## src/rtl/spi_master_ctrl.sv

```systemverilog
// rtl/spi_master_ctrl.sv - SPI master: one parallel command to one CPOL=0/CPHA=1 frame
//
// Frame: csn low, SETUP_CYC idle cycles, command byte, address byte, 1..256
// data bytes, CLK_DIV hold cycles, csn high for GAP_CYC cycles.
// Each bit is CLK_DIV cycles SCK low, rising edge (MOSI updates), CLK_DIV
// cycles SCK high, falling edge (both sides sample).
//
// Ports:
//   clk_i, rst_n            clock, asynchronous active-low reset
//   cmd_valid_i/cmd_ready_o command handshake (ready only in IDLE)
//   cmd_wr_i                1 = write (0x80), 0 = read (0x08)
//   cmd_addr_i, cmd_len_i   start address, data byte count minus one
//   cmd_clr_i               clear command (0x55 only), with SPI_MASTER_CLR_EN
//   wr_data_i/_valid_i      write data source
//   wr_data_ready_o         pulse: wr_data_i is consumed this cycle
//   rd_data_o, rd_valid_o   received data byte and its one-cycle strobe
//   busy_o, done_o          not idle / end-of-frame pulse at csn rise
//   spi_csn_o, spi_clk_o, spi_mosi_o, spi_miso_i   SPI bus
//
// Optional feature macro: SPI_MASTER_CLR_EN

module spi_master_ctrl #(
    parameter int CLK_DIV   = 8,
    parameter int SETUP_CYC = 8,
    parameter int GAP_CYC   = 16
) (
    input  logic       clk_i,
    input  logic       rst_n,
    input  logic       cmd_valid_i,
    output logic       cmd_ready_o,
    input  logic       cmd_wr_i,
    input  logic [7:0] cmd_addr_i,
    input  logic [7:0] cmd_len_i,
`ifdef SPI_MASTER_CLR_EN
    input  logic       cmd_clr_i,
`endif
    input  logic [7:0] wr_data_i,
    input  logic       wr_data_valid_i,
    output logic       wr_data_ready_o,
    output logic [7:0] rd_data_o,
    output logic       rd_valid_o,
    output logic       busy_o,
    output logic       done_o,
    output logic       spi_csn_o,
    output logic       spi_clk_o,
    output logic       spi_mosi_o,
    input  logic       spi_miso_i
);

    typedef enum logic [2:0] {
        ST_IDLE,
        ST_SETUP,
        ST_CMD,
        ST_ADDR,
        ST_DATA,
        ST_HOLD,
        ST_GAP
    } state_e;

    localparam logic [15:0] DIV_LAST   = 16'(CLK_DIV - 1);
    localparam logic [15:0] SETUP_LAST = 16'(SETUP_CYC - 1);
    localparam logic [15:0] GAP_LAST   = 16'(GAP_CYC - 1);

    state_e      state_q, state_d;
    logic [15:0] cnt_q, cnt_d;
    logic [2:0]  bit_cnt_q, bit_cnt_d;
    logic [8:0]  byte_cnt_q, byte_cnt_d;
    logic [7:0]  sr_q, sr_d;
    logic [7:0]  rx_q, rx_d;
    logic        wr_q, wr_d;
    logic [7:0]  addr_q, addr_d;
    logic [7:0]  len_q, len_d;
`ifdef SPI_MASTER_CLR_EN
    logic        clr_q, clr_d;
`endif
    logic        csn_q, csn_d;
    logic        sck_q, sck_d;
    logic        mosi_q, mosi_d;
    logic        done_q, done_d;
    logic [7:0]  rd_data_q, rd_data_d;
    logic        rd_valid_q, rd_valid_d;
    logic        rd_pend_q, rd_pend_d;
    logic        ready_q, ready_d;
    logic        load_pend_q, load_pend_d;
    logic        miso_s1_q, miso_s1_d;
    logic        miso_s2_q, miso_s2_d;

    logic        byte_done;
    logic        load_data;
    logic [7:0]  cmd_byte;

    always_comb begin
        cmd_byte = wr_q ? 8'h80 : 8'h08;
`ifdef SPI_MASTER_CLR_EN
        if (clr_q) begin
            cmd_byte = 8'h55;
        end
`endif
    end

    always_comb begin
        state_d         = state_q;
        cnt_d           = cnt_q;
        bit_cnt_d       = bit_cnt_q;
        byte_cnt_d      = byte_cnt_q;
        sr_d            = sr_q;
        rx_d            = rx_q;
        wr_d            = wr_q;
        addr_d          = addr_q;
        len_d           = len_q;
`ifdef SPI_MASTER_CLR_EN
        clr_d           = clr_q;
`endif
        csn_d           = csn_q;
        sck_d           = sck_q;
        mosi_d          = mosi_q;
        done_d          = 1'b0;
        rd_data_d       = rd_data_q;
        rd_valid_d      = 1'b0;
        rd_pend_d       = 1'b0;
        load_pend_d     = load_pend_q;
        miso_s1_d       = spi_miso_i;
        miso_s2_d       = miso_s1_q;
        wr_data_ready_o = 1'b0;
        byte_done       = 1'b0;
        load_data       = 1'b0;

        // Read bytes are published one cycle after the byte completes.
        if (rd_pend_q) begin
            rd_data_d  = rx_q;
            rd_valid_d = 1'b1;
        end

        case (state_q)
            ST_IDLE: begin
                csn_d  = 1'b1;
                sck_d  = 1'b0;
                mosi_d = 1'b0;
                if (cmd_valid_i && ready_q) begin
                    wr_d    = cmd_wr_i;
                    addr_d  = cmd_addr_i;
                    len_d   = cmd_len_i;
`ifdef SPI_MASTER_CLR_EN
                    clr_d   = cmd_clr_i;
`endif
                    csn_d   = 1'b0;
                    cnt_d   = 16'd0;
                    state_d = ST_SETUP;
                end
            end

            ST_SETUP: begin
                if (cnt_q == SETUP_LAST) begin
                    cnt_d     = 16'd0;
                    bit_cnt_d = 3'd0;
                    sr_d      = cmd_byte;
                    state_d   = ST_CMD;
                end else begin
                    cnt_d = cnt_q + 16'd1;
                end
            end

            ST_CMD, ST_ADDR, ST_DATA: begin
                if (load_pend_q) begin
                    // Write data stall: SCK parked low until a byte arrives.
                    load_data = 1'b1;
                end else begin
                    if (cnt_q == DIV_LAST) begin
                        cnt_d = 16'd0;
                        sck_d = ~sck_q;
                        if (!sck_q) begin
                            mosi_d = sr_q[7];
                        end else begin
                            sr_d      = {sr_q[6:0], 1'b0};
                            rx_d      = {rx_q[6:0], miso_s2_q};
                            bit_cnt_d = bit_cnt_q + 3'd1;
                            byte_done = (bit_cnt_q == 3'd7);
                        end
                    end else begin
                        cnt_d = cnt_q + 16'd1;
                    end

                    if (byte_done) begin
                        case (state_q)
                            ST_CMD: begin
`ifdef SPI_MASTER_CLR_EN
                                if (clr_q) begin
                                    state_d = ST_HOLD;
                                end else begin
                                    sr_d    = addr_q;
                                    state_d = ST_ADDR;
                                end
`else
                                sr_d    = addr_q;
                                state_d = ST_ADDR;
`endif
                            end
                            ST_ADDR: begin
                                byte_cnt_d = 9'd0;
                                state_d    = ST_DATA;
                                load_data  = 1'b1;
                            end
                            default: begin
                                rd_pend_d = ~wr_q;
                                if (byte_cnt_q == {1'b0, len_q}) begin
                                    state_d = ST_HOLD;
                                end else begin
                                    byte_cnt_d = byte_cnt_q + 9'd1;
                                    load_data  = 1'b1;
                                end
                            end
                        endcase
                    end
                end
            end

            ST_HOLD: begin
                sck_d = 1'b0;
                if (cnt_q == DIV_LAST) begin
                    cnt_d   = 16'd0;
                    csn_d   = 1'b1;
                    mosi_d  = 1'b0;
                    done_d  = 1'b1;
                    state_d = ST_GAP;
                end else begin
                    cnt_d = cnt_q + 16'd1;
                end
            end

            ST_GAP: begin
                if (cnt_q == GAP_LAST) begin
                    cnt_d   = 16'd0;
                    state_d = ST_IDLE;
                end else begin
                    cnt_d = cnt_q + 16'd1;
                end
            end

            default: begin
                state_d = ST_IDLE;
            end
        endcase

        // Data byte load, shared by the end of ADDR, each data byte and a stall.
        if (load_data) begin
            cnt_d     = 16'd0;
            bit_cnt_d = 3'd0;
            if (wr_q) begin
                wr_data_ready_o = wr_data_valid_i;
                if (wr_data_valid_i) begin
                    sr_d        = wr_data_i;
                    load_pend_d = 1'b0;
                end else begin
                    load_pend_d = 1'b1;
                end
            end else begin
                sr_d        = 8'h00;
                load_pend_d = 1'b0;
            end
        end

        ready_d = (state_d == ST_IDLE);
    end

    always_ff @(posedge clk_i or negedge rst_n) begin
        if (!rst_n) begin
            state_q     <= ST_IDLE;
            cnt_q       <= 16'd0;
            bit_cnt_q   <= 3'd0;
            byte_cnt_q  <= 9'd0;
            sr_q        <= 8'h00;
            rx_q        <= 8'h00;
            wr_q        <= 1'b0;
            addr_q      <= 8'h00;
            len_q       <= 8'h00;
`ifdef SPI_MASTER_CLR_EN
            clr_q       <= 1'b0;
`endif
            csn_q       <= 1'b1;
            sck_q       <= 1'b0;
            mosi_q      <= 1'b0;
            done_q      <= 1'b0;
            rd_data_q   <= 8'h00;
            rd_valid_q  <= 1'b0;
            rd_pend_q   <= 1'b0;
            ready_q     <= 1'b0;
            load_pend_q <= 1'b0;
            miso_s1_q   <= 1'b0;
            miso_s2_q   <= 1'b0;
        end else begin
            state_q     <= state_d;
            cnt_q       <= cnt_d;
            bit_cnt_q   <= bit_cnt_d;
            byte_cnt_q  <= byte_cnt_d;
            sr_q        <= sr_d;
            rx_q        <= rx_d;
            wr_q        <= wr_d;
            addr_q      <= addr_d;
            len_q       <= len_d;
`ifdef SPI_MASTER_CLR_EN
            clr_q       <= clr_d;
`endif
            csn_q       <= csn_d;
            sck_q       <= sck_d;
            mosi_q      <= mosi_d;
            done_q      <= done_d;
            rd_data_q   <= rd_data_d;
            rd_valid_q  <= rd_valid_d;
            rd_pend_q   <= rd_pend_d;
            ready_q     <= ready_d;
            load_pend_q <= load_pend_d;
            miso_s1_q   <= miso_s1_d;
            miso_s2_q   <= miso_s2_d;
        end
    end

    assign cmd_ready_o = ready_q;
    assign busy_o      = (state_q != ST_IDLE);
    assign done_o      = done_q;
    assign rd_data_o   = rd_data_q;
    assign rd_valid_o  = rd_valid_q;
    assign spi_csn_o   = csn_q;
    assign spi_clk_o   = sck_q;
    assign spi_mosi_o  = mosi_q;

endmodule

```

## config.mk

```make
export PLATFORM = sky130hd
export DESIGN_NAME = spi_master_ctrl
export DESIGN_NICKNAME = d
export VERILOG_FILES = /design/src/rtl/spi_master_ctrl.sv
export SDC_FILE = /design/constraint.sdc
export NUM_CORES = 1
export LEC_CHECK = 0
export CORE_UTILIZATION = 38
export CTS_CLUSTER_SIZE = 28
export DETAILED_ROUTE_END_ITERATION = 12
export SYNTH_ARGS = -nofsm -noshare
export SYNTH_HDL_FRONTEND = slang
export SYNTH_SLANG_ARGS = --single-unit
```

## constraint.sdc

```tcl
create_clock -name clk_i -period 2.5 [get_ports clk_i]
set_input_delay 0.5 -clock clk_i [delete_from_list [all_inputs] [get_ports clk_i]]
set_output_delay 0.5 -clock clk_i [all_outputs]
set_load 0.01 [all_outputs]
```

==> impl_metrics.ini, run 1 <==
[layout]
nets = 530
area_growth_syn_to_layout_pct = 28.5
stdcell_area_sq_um = 5350
layout_common_cells = 81 x dfrtp_1, 53 x buf_4, 43 x clkdlybuf4s50_1
diodes = 0
fin_cells = 637
final_common_cell = dfrtp_1
fill_cells = 968
drive_above_1_share_pct = 23.4

[worst_setup_path]
cp_slowest_cell = dfrtp_1
cp_slowest_stage_delay_ns = 0.39
ff2ff_path_depth = 8
critPathArrivalTime_ns = 2.02
rrSetupSlack_ns = 0.16
start_kind = flip-flop
worst_r2r_endpoint = sr_q[7]$_DFF_PN0_
end_kind = primary output
critPathBufInv = 1
reg2reg_from = cnt_q[9]$_DFFE_PN0P_
cp_cell_sequence = nor2b_1, a2111o_1, nor4_4, a22oi_2, and4_4, buf_6
worstPathMaxFanout = 3
path_class = flip-flop to primary output
required_ns = 2.00
path_delay_family = simple AND/OR/NAND/NOR gates

[grt]
grt_start_max_net_pins = 46
grt_pass1_wl_mm = 16.3
track_usage_pct = 18.3
grt_pass1_vias = 3321
antenna_found_initial = 0
grt_overflow = 0

[yosys]
synth_edf_count = 0
synthesis.area_per_instance_sq_um = 10.3
synth-main-ff-cell = dfrtp_1
netlist_instances = 405
ys_seq_area_share_pct = 49.3
synth_top_cell_area_share_pct = 48.7
synth_fp_nets = 439
yosys-top-cells-area = dfrtp_1 49%, mux2_2 8.9%, o21ai_0 3.2%, nand2_1 3.0%, nand3_1 2.8%
synth.cell_area_sq_um = 4160
synth_cell_types = 48
ys_ff_latch = 82
yosysTopAreaCell = dfrtp_1
ys_warn_count = 0
async_flop_share_pct = 100

[timing]
drv_slew = 0
hold_violations = 0
fmax_ghz = 0.398
relSlewSlack_pct = 60.6
final.setup.tns_ns = -0.0155
fin_crit_sh_pct = 101
worstMarginPinSlew_ns = 0.592
setup_ws_ns = -0.0155
setup_viol = 1
rsz0062_at_grt = yes
skew_ns = 0.0127
fin_crit_ns = 2.52

[placed_design]
dpl.cell_count = 617
dp.final_hpwl_mm = 7.05
place_area_sq_um = 5100
port_buffers = 45
routabilityCongestion = 0.862

[clock_tree]
cts_sinks = 82
clockRootBuffer = clkbuf_8
path_clk_slew_ns = 0.09
clk-insertion-delay-late_ns = 0.36
ctsHoldBuffers = 0
cts_buffers = 9
h-tree-depth = 3
cts_tree = built
clk_path_buf_depth = 2

[floorplanning]
rows = 37
die_h_microns = 107
initial_core_util_pct = 39.8
chipWidth_microns = 107
ioPinCount = 46
core_area_sq_um = 10500
die_area_sq_um = 11400

[pwr]
total_power_mw = 2.31
powerDensity_nw_per_um2 = 433
p_leak_nw = 2.41
peakVddDrop_mv = 0.345

[detailed_routing]
post_drt_wl_per_cell_microns = 15.2
vias = 3470
antenna_left = 0
drt-initial-drc-count = 232
via_per_inst = 5.45
wl_mm = 9.70
post-route-drc-count = 0
first_pass_iters = 5

[status]
status = finished, violations left
violations = negative setup slack

[run]
drv_cap = 0

[min_path]
min_path_type = primary input to asynchronous set/reset pin
-- layout make-up --
class / instances / area [sq um] / share of cell area [%]
repair buffers: 99 / 880 / 16.5
inverters: 12 / 45.0 / 0.842
clock inverters: 7 / 58.8 / 1.10
multi-input cells: 292 / 2020 / 37.7
well taps: 136 / 170 / 3.18
flip-flops and latches: 82 / 2050 / 38.4
clock buffers: 9 / 124 / 2.32
-- sequential cells by signal, summed over array words and instances, names as in the netlist, 3 cells and up --
register / count
byte_cnt_q: 9
len_q: 8
rd_data_o: 8
sr_q: 8
addr_q: 8
bit_cnt_q: 3
rx_q: 8
cnt_q: 16
state_q: 3
-- per-stage QoR --
| stage | setup WS, ns | utilization [%] | hold slack, ns |
|---|---|---|---|
| 2_1_floorplan | 0.222 | - | 0.204 |
| 3_3_place_gp | -0.149 | 48.8 | 0.331 |
| 3_5_place_dp | -0.173 | 48.8 | 0.350 |
| 4_1_cts | -0.0442 | 51.0 | 0.157 |
| 5_1_grt | -0.143 | 51.1 | 0.169 |
| 6_report | -0.0155 | 51.1 | 0.143 |
-- what timing repair did --
item                                    4_1_cts  5_1_grt
pin swaps                                     8        0
resized for setup                             9        2
endpoints found under the setup margin        1        6
cloned                                        0        0
setup buffers                                 4        0
-- report_power, final --
part           internal [mW]  leakage, nW  total, mW  switching [mW]
Sequential              1.33         1.03       1.33        0.000431
Clock                  0.380       0.0929      0.911           0.531
Combinational         0.0434         1.28     0.0762          0.0328
Total                   1.75         2.41       2.31           0.564
-- worst max-delay path by stage --
stage                      endpoint                       from  slack [ns]  cells after the start
floorplan           wr_data_ready_o  byte_cnt_q[0]$_DFFE_PN0P_        0.22                      6
global placement    wr_data_ready_o      cnt_q[11]$_DFFE_PN0P_       -0.15                      6
detailed placement  wr_data_ready_o      cnt_q[11]$_DFFE_PN0P_       -0.17                      6
CTS                 wr_data_ready_o       len_q[4]$_DFFE_PN0P_       -0.04                      6
global route        wr_data_ready_o       len_q[4]$_DFFE_PN0P_       -0.14                      6
finish              wr_data_ready_o       len_q[4]$_DFFE_PN0P_       -0.02                      6
-- cell usage after synthesis, drive strengths merged, types with 7 or more instances --
| cell | count |
|---|---|
| o21ai | 29 |
| o2bb2ai | 8 |
| a21oi | 17 |
| nor4 | 7 |
| clkbuf | 13 |
| nand3 | 23 |
| or3 | 10 |
| a21o | 9 |
| nand2b | 8 |
| nor2 | 22 |
| mux2 | 33 |
| a22oi | 7 |
| dfrtp | 81 |
| o21a | 7 |
| inv | 12 |
| nand2 | 33 |
| nor3 | 10 |
-- cell families after synthesis --
| group | count (synthesis) | synth area share [%] |
|---|---|---|
| AOI/OAI and AO/OA | 100 | 15.9 |
| xor gates and xnor gates | 5 | 1.05 |
| adders and majority gates | 4 | 1.20 |
| buffers and inverters | 31 | 2.95 |
| DFF | 82 | 49.3 |
| muxes | 39 | 10.4 |
| and+or+nand+nor | 144 | 19.2 |
-- per-layer routing --
| metal | wire [microns] | vias up | track usage, % | share of wire, % |
|---|---|---|---|---|
| met5 | 0 | - | 0 | 0 |
| met4 | 192 | 0 | 6.85 | 2.0 |
| met3 | 417 | 12 | 3.77 | 4.3 |
| met2 | 4580 | 91 | 28.1 | 47 |
| met1 | 4520 | 1696 | 25.6 | 47 |
| li1 | - | 1671 | - | - |
Note: power is estimated with default switching activity, not from simulation.
==> run 2, diff against run 1 <==
CAP_MARGIN = 20   (was default)
==> results of run 2 <==
Same layout as run 1: the final DEF is identical, and so are final timing and power.
==> run 3, diff against run 2 <==
MAX_ROUTING_LAYER = met4   (was default)
==> run 3 against run 2 <==
Against the previous run: the flow still finishes with violations (negative setup slack); clock-buffer cell count unchanged; via count down 0.26%; final cell count unchanged; core utilization unchanged; critical endpoint unchanged.
==> impl_metrics.ini, run 3 (same netlist as run 1, synthesis figures left out) <==
[layout]
stdcell_area_sq_um = 5350
final_common_cell = dfrtp_1
fin_cells = 637
drive_above_1_share_pct = 23.4
area_growth_syn_to_layout_pct = 28.5
reg_top3 = cnt_q (16), byte_cnt_q (9)
layout_common_cells = 81 x dfrtp_1, 53 x buf_4, 43 x clkdlybuf4s50_1
top_register = cnt_q
diodes = 0
nets = 530
largest_register_ff_count = 16

[timing]
fin_crit_ns = 2.52
relSlewSlack_pct = 60.6
setup_ws_ns = -0.0191
hold_violations = 0
worstMarginPinSlew_ns = 0.592
fmax_ghz = 0.397
fin_crit_sh_pct = 101
rsz0062_at_grt = yes
whs_ns = 0.141
skew_ns = 0.0122
drv_slew = 0
setup_viol = 1

[pwr]
total_power_mw = 2.32
powerDensity_nw_per_um2 = 433
p_leak_nw = 2.41
peakVddDrop_mv = 0.346

[worst_setup_path]
reg2reg_from = cnt_q[9]$_DFFE_PN0P_
required_ns = 2.00
start_kind = flip-flop
worstPathMaxFanout = 3
critPathArrivalTime_ns = 2.02
cp_cell_sequence = nor2b_1, a2111o_1, nor4_4, a22oi_2, and4_4, buf_6
cp_slowest_stage_delay_ns = 0.39
path_class = flip-flop to primary output
rrSetupSlack_ns = 0.17
worst_r2r_endpoint = sr_q[7]$_DFF_PN0_
crit_end = wr_data_ready_o
cp_slowest_cell = dfrtp_1
crit_start = len_q[4]$_DFFE_PN0P_
ff2ff_path_depth = 8
end_kind = primary output

[floorplanning]
die_h_microns = 107
die_area_sq_um = 11400
initial_core_util_pct = 39.8
rows = 37
ioPinCount = 46
chipWidth_microns = 107
core_area_sq_um = 10500

[run]
drv_cap = 0

[detailed_routing]
antenna_left = 0
via_per_inst = 5.43
drt-initial-drc-count = 199
post_drt_wl_per_cell_microns = 15.3
vias = 3461
post-route-drc-count = 0
wl_mm = 9.73
first_pass_iters = 4

[grt]
grt_pass1_vias = 3323
grt_util_met2_pct = 28.2
grt_overflow = 0
grt_use_met3_pct = 3.59
grt.busiest_layer = met2
grt_pass1_wl_mm = 16.3
track_usage_pct = 18.8
grt_start_max_net_pins = 46
antenna_found_initial = 0
met1_usage_pct = 25.5

[clock_tree]
cts_sinks = 82
clk_path_buf_depth = 2
ctsHoldBuffers = 0
clk-insertion-delay-late_ns = 0.36
cts_tree = built
cts_buffers = 9
path_clk_slew_ns = 0.09
clockRootBuffer = clkbuf_8
h-tree-depth = 3

[placed_design]
place_area_sq_um = 5100
dpl.cell_count = 617
port_buffers = 45
routabilityCongestion = 0.875
dp.final_hpwl_mm = 7.05
pre_cts_ws_ns = -0.173

[min_path]
min_path_type = primary input to asynchronous set/reset pin

[status]
violations = negative setup slack
status = finished, violations left
-- run 3: cell counts in the layout (fill, tap and decap cells not counted) --
No cell type changed its count.
-- run 3: worst min-delay path by stage --
| stage | end | slack, ns | cells after the start |
|---|---|---|---|
| 6_report | len_q[3]$_DFFE_PN0P_ | 0.14 | 1 |
| 2_1_floorplan | addr_q[0]$_DFFE_PN0P_ | 0.20 | 0 |
| 3_5_place_dp | miso_s2_q$_DFF_PN0_ | 0.35 | 0 |
| 4_1_cts | byte_cnt_q[4]$_DFFE_PN0P_ | 0.16 | 1 |
| 3_3_place_gp | miso_s2_q$_DFF_PN0_ | 0.33 | 0 |
| 5_1_grt | rx_q[3]$_DFFE_PN0P_ | 0.17 | 1 |
-- run 3: critical path: cells and delay by family, from the launching register on --
kind            cells  cell delay (ns)
compound gates      2             0.52
buf+inv             1             0.12
flops               1             0.39
simple gates        3             0.64
-- run 3: routing by layer --
metal / up-vias / routed length, microns
li1: 1671 / -
met1: 1688 / 4530
met2: 89 / 4590
met3: 13 / 422
met4: 0 / 191
met5: - / 0
-- run 3: area by class of cell --
cell class                 instances  area [sq um]
clock buffer                       9           124
clock inverter                     7          58.8
fill                             968          5120
inverter                          12          45.0
multi-input combinational        292          2020
sequential                        82          2050
tap                              136           170
timing repair buffer              99           880
-- run 3: repair_timing --
item	4_1_cts	5_1_grt
gates resized for setup	9	2
pin swaps	8	0
setup endpoints to repair	1	6
buffers inserted	4	0
-- run 3: stage by stage --
| step | TNS (ns) | util [%] |
|---|---|---|
| 2_1_floorplan | 0 | - |
| 3_5_place_dp | -0.173 | 48.8 |
| 6_report | -0.0191 | 51.1 |
| 4_1_cts | -0.0442 | 51.0 |
| 5_1_grt | -0.143 | 51.1 |
| 3_3_place_gp | -0.149 | 48.8 |
-- run 3: power by group --
group | internal, mW | switching (mW)
logic | 0.0434 | 0.0329
clock network | 0.380 | 0.532
registers | 1.33 | 0.000432
